File: src/rtl/mindfocus_pkg.sv
// mindfocus_pkg: state codes of the game control FSM and its strobe bundle.
// The codes are shared with the top-level 7-segment state decoder.
package mindfocus_pkg;
  localparam logic [3:0] INICIAL  = 4'h0;
  localparam logic [3:0] PREPARA  = 4'h1;
  localparam logic [3:0] ESPERA   = 4'h2;
  localparam logic [3:0] REGISTRA = 4'h3;
  localparam logic [3:0] SOLTA    = 4'h4;
  localparam logic [3:0] COMPARA  = 4'h5;
  localparam logic [3:0] ACERTO   = 4'h6;
  localparam logic [3:0] AVANCA   = 4'h7;
  localparam logic [3:0] PROXIMA  = 4'h8;
  localparam logic [3:0] FIM      = 4'hF;

  typedef struct packed {
    logic zera_contador;
    logic conta_contador;
    logic zera_registro;
    logic registra;
    logic zera_acertos;
    logic conta_acertos;
    logic pronto;
  } ctrl_t;
endpackage

File: src/rtl/mindfocus_timer.sv
// mindfocus_timer: per-play timeout counter with clear, enable and terminal count.
// Saturates at TIMEOUT_CICLOS-1 so the terminal count stays asserted until cleared.
module mindfocus_timer #(
  parameter int TIMEOUT_CICLOS = 5000,
  parameter int TW             = 13
) (
  input  logic clock,
  input  logic reset,
  input  logic clr_i,
  input  logic en_i,
  output logic fim_o
);
  logic [TW-1:0] cnt_q;

  assign fim_o = (cnt_q == TW'(TIMEOUT_CICLOS - 1));

  always_ff @(posedge clock or negedge reset)
    if (!reset)               cnt_q <= '0;
    else if (clr_i)           cnt_q <= '0;
    else if (en_i && !fim_o)  cnt_q <= cnt_q + 1'b1;
endmodule

File: src/rtl/mindfocus_unidade_controle.sv
// mindfocus_unidade_controle: Moore FSM sequencing the mindfocus datapath.
// All outputs decode the registered state; db_timeout comes from a registered flag.
module mindfocus_unidade_controle
  import mindfocus_pkg::*;
#(
  parameter int TIMEOUT_CICLOS = 5000,
  parameter int TW             = 13
) (
  input  logic       clock,
  input  logic       reset,
  input  logic       iniciar,
  input  logic       tem_jogada,
  input  logic       igual,
  input  logic       fim_contagem,
  output logic       zera_contador,
  output logic       conta_contador,
  output logic       zera_registro,
  output logic       registra,
  output logic       zera_acertos,
  output logic       conta_acertos,
  output logic       pronto,
  output logic       db_timeout,
  output logic [3:0] db_estado
);
  logic [3:0] estado_q, estado_d;
  logic       timeout_q, timeout_d;
  logic       em_espera, fim_tempo;
  ctrl_t      ctrl;

  assign em_espera = (estado_q == ESPERA);

  // Held low outside ESPERA, so every entry into ESPERA starts from zero.
  mindfocus_timer #(
    .TIMEOUT_CICLOS(TIMEOUT_CICLOS),
    .TW            (TW)
  ) u_timer (
    .clock(clock),
    .reset(reset),
    .clr_i(!em_espera),
    .en_i (em_espera),
    .fim_o(fim_tempo)
  );

  // A press in the same cycle as the timeout wins over the timeout.
  assign timeout_d = em_espera && !tem_jogada && fim_tempo;

  always_comb begin
    estado_d = INICIAL;
    case (estado_q)
      INICIAL:  estado_d = iniciar ? PREPARA : INICIAL;
      PREPARA:  estado_d = ESPERA;
      ESPERA:   estado_d = tem_jogada ? REGISTRA : (fim_tempo ? AVANCA : ESPERA);
      REGISTRA: estado_d = SOLTA;
      SOLTA:    estado_d = tem_jogada ? SOLTA : COMPARA;
      COMPARA:  estado_d = igual ? ACERTO : AVANCA;
      ACERTO:   estado_d = AVANCA;
      AVANCA:   estado_d = fim_contagem ? FIM : PROXIMA;
      PROXIMA:  estado_d = ESPERA;
      FIM:      estado_d = iniciar ? PREPARA : FIM;
      default:  estado_d = INICIAL;
    endcase
  end

  always_ff @(posedge clock or negedge reset)
    if (!reset) begin
      estado_q  <= INICIAL;
      timeout_q <= 1'b0;
    end else begin
      estado_q  <= estado_d;
      timeout_q <= timeout_d;
    end

  always_comb begin
    ctrl               = '0;
    ctrl.zera_contador = (estado_q == PREPARA);
    ctrl.zera_registro = (estado_q == PREPARA);
    ctrl.zera_acertos  = (estado_q == PREPARA);
    ctrl.registra      = (estado_q == REGISTRA);
    ctrl.conta_acertos = (estado_q == ACERTO);
    ctrl.conta_contador = (estado_q == PROXIMA);
    ctrl.pronto        = (estado_q == FIM);
  end

  assign {zera_contador, conta_contador, zera_registro, registra,
          zera_acertos, conta_acertos, pronto} = ctrl;
  assign db_timeout = timeout_q;
  assign db_estado  = estado_q;
endmodule

File: config.mk
export PLATFORM = sky130hd
export DESIGN_NAME = mindfocus_unidade_controle
export DESIGN_NICKNAME = d
export VERILOG_FILES = /design/src/rtl/mindfocus_pkg.sv /design/src/rtl/mindfocus_timer.sv /design/src/rtl/mindfocus_unidade_controle.sv
export SDC_FILE = /design/constraint.sdc
export NUM_CORES = 1
export LEC_CHECK = 0
export ABC_AREA = 1
export CAP_MARGIN = 20
export CORE_ASPECT_RATIO = 0.8
export CORE_MARGIN = 2
export CORE_UTILIZATION = 50
export DETAILED_ROUTE_END_ITERATION = 6
export PLACE_DENSITY = 0.85
export SKIP_LAST_GASP = 1
export SYNTH_ARGS = -nofsm -noshare
export SYNTH_HDL_FRONTEND = slang
export SYNTH_SLANG_ARGS = --single-unit
File: constraint.sdc
create_clock -name clock -period 2.5 [get_ports clock]
set_clock_uncertainty 0.05 [all_clocks]
set_input_delay 0.5 -clock clock [delete_from_list [all_inputs] [get_ports clock]]
set_output_delay 0.5 -clock clock [all_outputs]
set_load 0.1 [all_outputs]
==> results of run 1 <==
sequential cells by signal, indices dropped and copies added (netlist names):
name / flops
db_timeout: 1
u_timer.cnt_q: 13
db_estado: 4
cell families (layout without fill, tap and decap cells):
logic type / Yosys count / in the layout / synth area share (%)
compound gates: 9 / 9 / 4.334
buf+inv: 36 / 52 / 13.62
fa+ha+maj: 1 / 1 / 1.032
flops: 18 / 18 / 37.15
simple gates: 120 / 120 / 43.86
area by class of cell:
type / count / area share [%]
multi-input combinational: 130 / 42.35
sequential: 18 / 31.44
timing repair buffer: 18 / 14.43
inverter: 31 / 8.076
tap: 25 / 2.148
clock buffer: 3 / 1.546
power by group through the flow:
stage	combinational (mW)	clock, mW	sequential, mW
final	0.914	0.144	0.416
after global routing	0.967	0.160	0.425
after CTS	0.921	0.144	0.414
after detailed placement	0.920	0	0.420
after global placement	0.910	0	0.412
after floorplan	0.518	0	0.603
metal layers:
layer / vias to the layer above / global-route usage (%) / routed length [um]
met5: - / 0 / 0
li1: 601 / - / -
met3: 4 / 7.297 / 181
met4: 0 / 4.545 / 14
met1: 541 / 32.83 / 1324
met2: 39 / 36.00 / 1309
stage by stage:
stage | util, % | total power [mW] | hold slack, ps | area (um2) | cells
2_1_floorplan | - | 1.121 | 154.4 | 1240 | 184
3_3_place_gp | 64.20 | 1.323 | 518.9 | 1434 | 222
3_5_place_dp | 64.20 | 1.340 | 527.5 | 1434 | 222
4_1_cts | 65.21 | 1.479 | 530.2 | 1456 | 225
5_1_grt | 65.21 | 1.552 | 560.5 | 1456 | 225
6_report | 65.21 | 1.473 | 503.1 | 1456 | 225
final timing paths:
check	start	to	slack [ps]	cells after the start
worst max-delay path	db_estado[0]	zera_registro	410	5
worst min-delay path	reset	u_timer.cnt_q[4]	500	1
worst max register to register	u_timer.cnt_q[0]	u_timer.cnt_q[0]	950	6
worst min register to register	u_timer.cnt_q[1]	u_timer.cnt_q[1]	550	2
max in group asynchronous	reset	db_estado[3]	1380	2
min in group clock	u_timer.cnt_q[1]	u_timer.cnt_q[1]	550	2
worst register-to-register path: stages, from the launching register on:
cell	delay (ps)
dfrtp_1	450
ha_1	290
nand2_1	70
nor2_1	240
nand3_1	180
nand3_1	100
nand2_1	70
Yosys cell counts:
cell type / number
nand2_1: 49
nor2_1: 33
inv_1: 30
nand3_1: 20
dfrtp_1: 18
nand4_1: 6
nor3_1: 4
o21ai_0: 4
a21oi_1: 3
buf_4: 3
nand2_2: 3
nor2_2: 3
a21oi_2: 1
buf_12: 1
clkbuf_2: 1
clkinv_2: 1
ha_1: 1
nand3_4: 1
nor2_4: 1
o21ai_2: 1
==> summary.txt, run 1 <==
GRT
  • Global route overflow: 0
  • Via count of the first global-routing pass: 1,086
  • Initial antenna violation count: 0
  • Largest net degree at the start of global routing: 14
  • GR Util All Layers: 23.35%
  • First-pass GRT wire length: 4781 um

Die
  • Row Count: 15
  • Initial Util: 54.29%
  • Chip width: slightly below 60 um
  • Die area: 2837 um2
  • Die Y: 48.05 um
  • Placeable Area: 2233 um2
  • Ports: 18

Cells and area
  • N_diodes: 0
  • Area growth syn-to-layout: 20.12%
  • Commonest non-fill, non-tap cells in the layout: nand2_1, nor2_1, inv_1
  • Fill count: approximately 190
  • Layout cells sized above 1: 16.50%
  • Seq. cell area: 457.9 um2
  • Multi-input gate area: 616.8 um2
  • Layout Nets: about 210
  • Most common cell after layout, fill and taps aside: nand2_1

Critical path
  • CP arrival: roughly 1500 ps
  • Crit path launch type: flop
  • CP max FO: 5
  • Slowest cell on crit path: dfrtp_4
  • Crit path capture type: primary output
  • Critical Path RT: just under 2000 ps
  • Slowest stage delay, CP: roughly 450 ps
  • CP Cell Sequence: inv_1 > nor2_1 > nand2_1 > nor2_4 > buf_12
  • Worst Path Buf+Inv: 2
  • Top delay family on crit path: simple AND/OR/NAND/NOR gates
  • WS Path Type: flop to primary output

Placement
  • Worst slack, placed: around 720 ps
  • Placer Congestion: around 0.93
  • HPWL after detailed placement: about 2300 um
  • Port bufs: 17

Flow run
  • # Max-Cap Violations: 0

Synth
  • Post-Synthesis Cells: about 180
  • Synth unique cells: 20
  • Top post-synthesis cells by area: dfrtp_1, nand2_1, nor2_1
  • Share of the synthesized area in the top cell type: roughly 37%
  • Post-synthesis sequential area ratio: 37.15%
  • Number of synthesis warnings: 0
  • Syn_nets: roughly 190
  • Mapped cell area: 1212 um2
  • Yosys top cell by area: dfrtp_1
  • Synthesized area per cell: 6.589 um2
  • FF+latch count, synth: 18

Clock tree
  • Clock transition at path regs: roughly 100 ps
  • Post-CTS setup buffers: 0
  • Clk_lat worst skew: just under 300 ps
  • CTS max path bufs: 2
  • H-tree levels: 1
  • Post-cts sizing count: 0
  • Clock sink total: 18
  • Clock Tree Root: clkbuf_4
  • Post-CTS Hold Fix Bufs: 0
  • Number of buffers created by CTS: 3
  • CTS tree: built

Route
  • Vias: 1,185
  • Residual DRC: 0
  • Iter 0 DRT Violations: 57
  • Vias/cell: 5.267
  • Routed WL: 2829 um
  • Per-cell routed wire length: 12.57 um
  • DRT Pass-1 Iters: 4
  • ANT nets after route: 0

Timing
  • Setup violators final: 0
  • Worst relative slew slack: ~64%
  • Max Slew Vio Count: 0
  • Worst Slack Setup Final: around 410 ps
  • Slew @ Worst Pin: 543.0 ps
  • Setup TNS: 0 ps
  • RSZ-0062 raised after global routing: no
  • Max Fclk: approximately 480 MHz
  • Final hold vios: 0
  • Period utilization: 83.76%
  • Min Clock Period, post-route: 2094 ps

Pwr
  • Reg power frac: 28.2%
  • P_int: 0.6298 mW
  • Switching share of total power: approximately 57%
  • Leakage: between 0.6 and 0.7 nW
  • Switch Pwr: ~0.84 mW
  • Power per cell area: 1012 nW/um2
  • Peak VDD IR: 650.9 uV
  • Comb pwr share: between 60% and 70%
  • Clock power share: 9.7%

Hold path
  • Min-Delay Path Class: input pin to async pin

Status
  • Outcome: complete, no violations
Note: power is estimated with default switching activity, not from simulation.
==> inputs of run 2 (changes only) <==
==> constraint.sdc (replaced) <==
create_clock -name clock -period 2.1 [get_ports clock]
set_clock_uncertainty 0.05 [all_clocks]
set_input_delay 0.42 -clock clock [delete_from_list [all_inputs] [get_ports clock]]
set_output_delay 0.42 -clock clock [all_outputs]
set_load 0.1 [all_outputs]
==> run 2 against run 1 <==
- non-clock buffer count unchanged
- worst setup slack worse by 300 ps
- cell area up 4.0%
- critical path type unchanged
- critical path depth down 1
==> summary.txt, run 2 (same netlist as run 1, synthesis figures left out) <==
Critical path
  • Critical Path RT: 1630 ps
  • End of the worst register-to-register path: u_timer.cnt_q[8]
  • Slowest stage delay, CP: 560 ps
  • Reg2Reg Depth: 7
  • Crit path capture type: primary output
  • Most used cell, CP: nor2_4
  • Reg2Reg Setup Slack: approximately 560 ps
  • CP arrival: 1530 ps
  • CP Cell Sequence: nor2_4 > nand2_2 > nor2_4 > buf_12
  • RR Startpoint: u_timer.cnt_q[0]
  • CP max FO: 8
  • WS Path Type: flop to primary output
  • Slowest cell on crit path: dfrtp_4
  • Crit path launch type: flop

GRT
  • Via count of the first global-routing pass: ~1,100
  • GR Util All Layers: between 20 and 30%
  • First-pass GRT wire length: approximately 5200 um
  • Global route overflow: 0
  • Largest net degree at the start of global routing: 14
  • Initial antenna violation count: 0

Route
  • ANT nets after route: 0
  • DRT Pass-1 Iters: 4
  • Per-cell routed wire length: 14.65 um
  • Vias: approximately 1,300
  • Routed WL: between 3000 and 4000 um
  • Iter 0 DRT Violations: 70
  • Residual DRC: 0
  • Vias/cell: 5.593

Flow run
  • # Max-Cap Violations: 0

Pwr
  • Leakage: 0.7094 nW
  • Pwr Total: ~1.9 mW
  • Power per cell area: 1246 nW/um2
  • Peak VDD IR: around 880 uV

Die
  • Chip width: 59.06 um
  • Ports: 18
  • Row Count: 15
  • Initial Util: 54.29%
  • Placeable Area: 2233 um2
  • Die area: 2837 um2
  • Die Y: 48.05 um

Cells and area
  • Multi-input gate area: 629.4 um2
  • Reg with most FFs: u_timer.cnt_q
  • N_diodes: 0
  • Seq. cell area: 460.4 um2
  • Layout cells sized above 1: 18.41%
  • Layout Nets: 209
  • Commonest non-fill, non-tap cells in the layout: nand2_1, inv_1, nor2_1
  • Fill count: 188
  • Most common cell after layout, fill and taps aside: nand2_1
  • Area growth syn-to-layout: 24.97%
  • Max reg flops: 13

Hold path
  • Min-Delay Path Class: input pin to async pin

Clock tree
  • Clock Tree Root: clkbuf_4
  • CTS tree: built
  • Clk_lat worst skew: about 310 ps
  • Number of buffers created by CTS: 3
  • Clock transition at path regs: 110 ps
  • Clock sink total: 18
  • H-tree levels: 1
  • CTS max path bufs: 2

Placement
  • HPWL after detailed placement: around 2500 um
  • Placer Congestion: just over 0.9
  • Worst slack, placed: 413.9 ps
  • Port bufs: 17

Timing
  • Worst Slack Setup Final: 103.1 ps
  • Worst relative slew slack: between 70% and 80%
  • Min Clock Period, post-route: 1997 ps
  • Setup violators final: 0
  • Max Fclk: 500.8 MHz
  • Max Slew Vio Count: 0
  • Final hold vios: 0
  • Slew @ Worst Pin: 425.7 ps
  • Final hold slack: 349.2 ps
  • Period utilization: between 90 and 100%
  • RSZ-0062 raised after global routing: no

Status
  • Outcome: complete, no violations
[run 2: area by class of cell]
class                   instances  area share (%)
well taps                      25           2.064
inverters                      31           7.927
flip-flops and latches         18           30.39
repair buffers                 18           16.35
multi-input cells             130           41.54
clock buffers                   4           1.734
[run 2: how the worst max path moves through the flow]
stage	start	to	slack [ps]	depth (start not counted)
after floorplan	db_estado[0]	zera_contador	-90	5
after global placement	db_estado[1]	zera_acertos	470	4
after detailed placement	db_estado[1]	conta_contador	410	4
after CTS	db_estado[1]	conta_contador	60	4
after global routing	db_estado[1]	zera_acertos	30	4
final	db_estado[1]	zera_registro	100	4
[run 2: timing repair]
item	CTS	global route
gates resized for setup	0	1
hold buffers	0	0
buffers inserted	0	0
setup endpoints to repair	0	1
[run 2: power breakdown]
part	switching, mW	internal, mW	total [mW]	leakage (nW)
logic	0.846	0.331	1.18	0.454
registers	0.106	0.409	0.515	0.241
clock network	0.121	0.0744	0.195	0.0150
total	1.07	0.815	1.89	0.709
[run 2: worst max-delay path: cells and delay by family, from the launching register on]
| kind | cells | cell delay (ps) |
|---|---|---|
| buffers and inverters | 1 | 210 |
| DFF | 1 | 560 |
| and+or+nand+nor | 3 | 440 |
[run 2: routing by layer]
metal | global-route usage, % | wire length, um | vias to the layer above
met5 | 0 | 0 | -
met4 | 11.36 | 78 | 0
met3 | 7.027 | 256 | 8
met2 | 40.00 | 1539 | 72
met1 | 34.49 | 1437 | 586
li1 | - | - | 598
[run 2: metrics by stage]
step | cell area, um2 | setup TNS [ps] | cells | util (%)
2_1_floorplan | 1280 | -172.5 | 184 | -
3_3_place_gp | 1486 | 0 | 222 | 66.55
3_5_place_dp | 1486 | 0 | 222 | 66.55
4_1_cts | 1513 | 0 | 226 | 67.73
5_1_grt | 1515 | 0 | 226 | 67.84
6_report | 1515 | 0 | 226 | 67.84
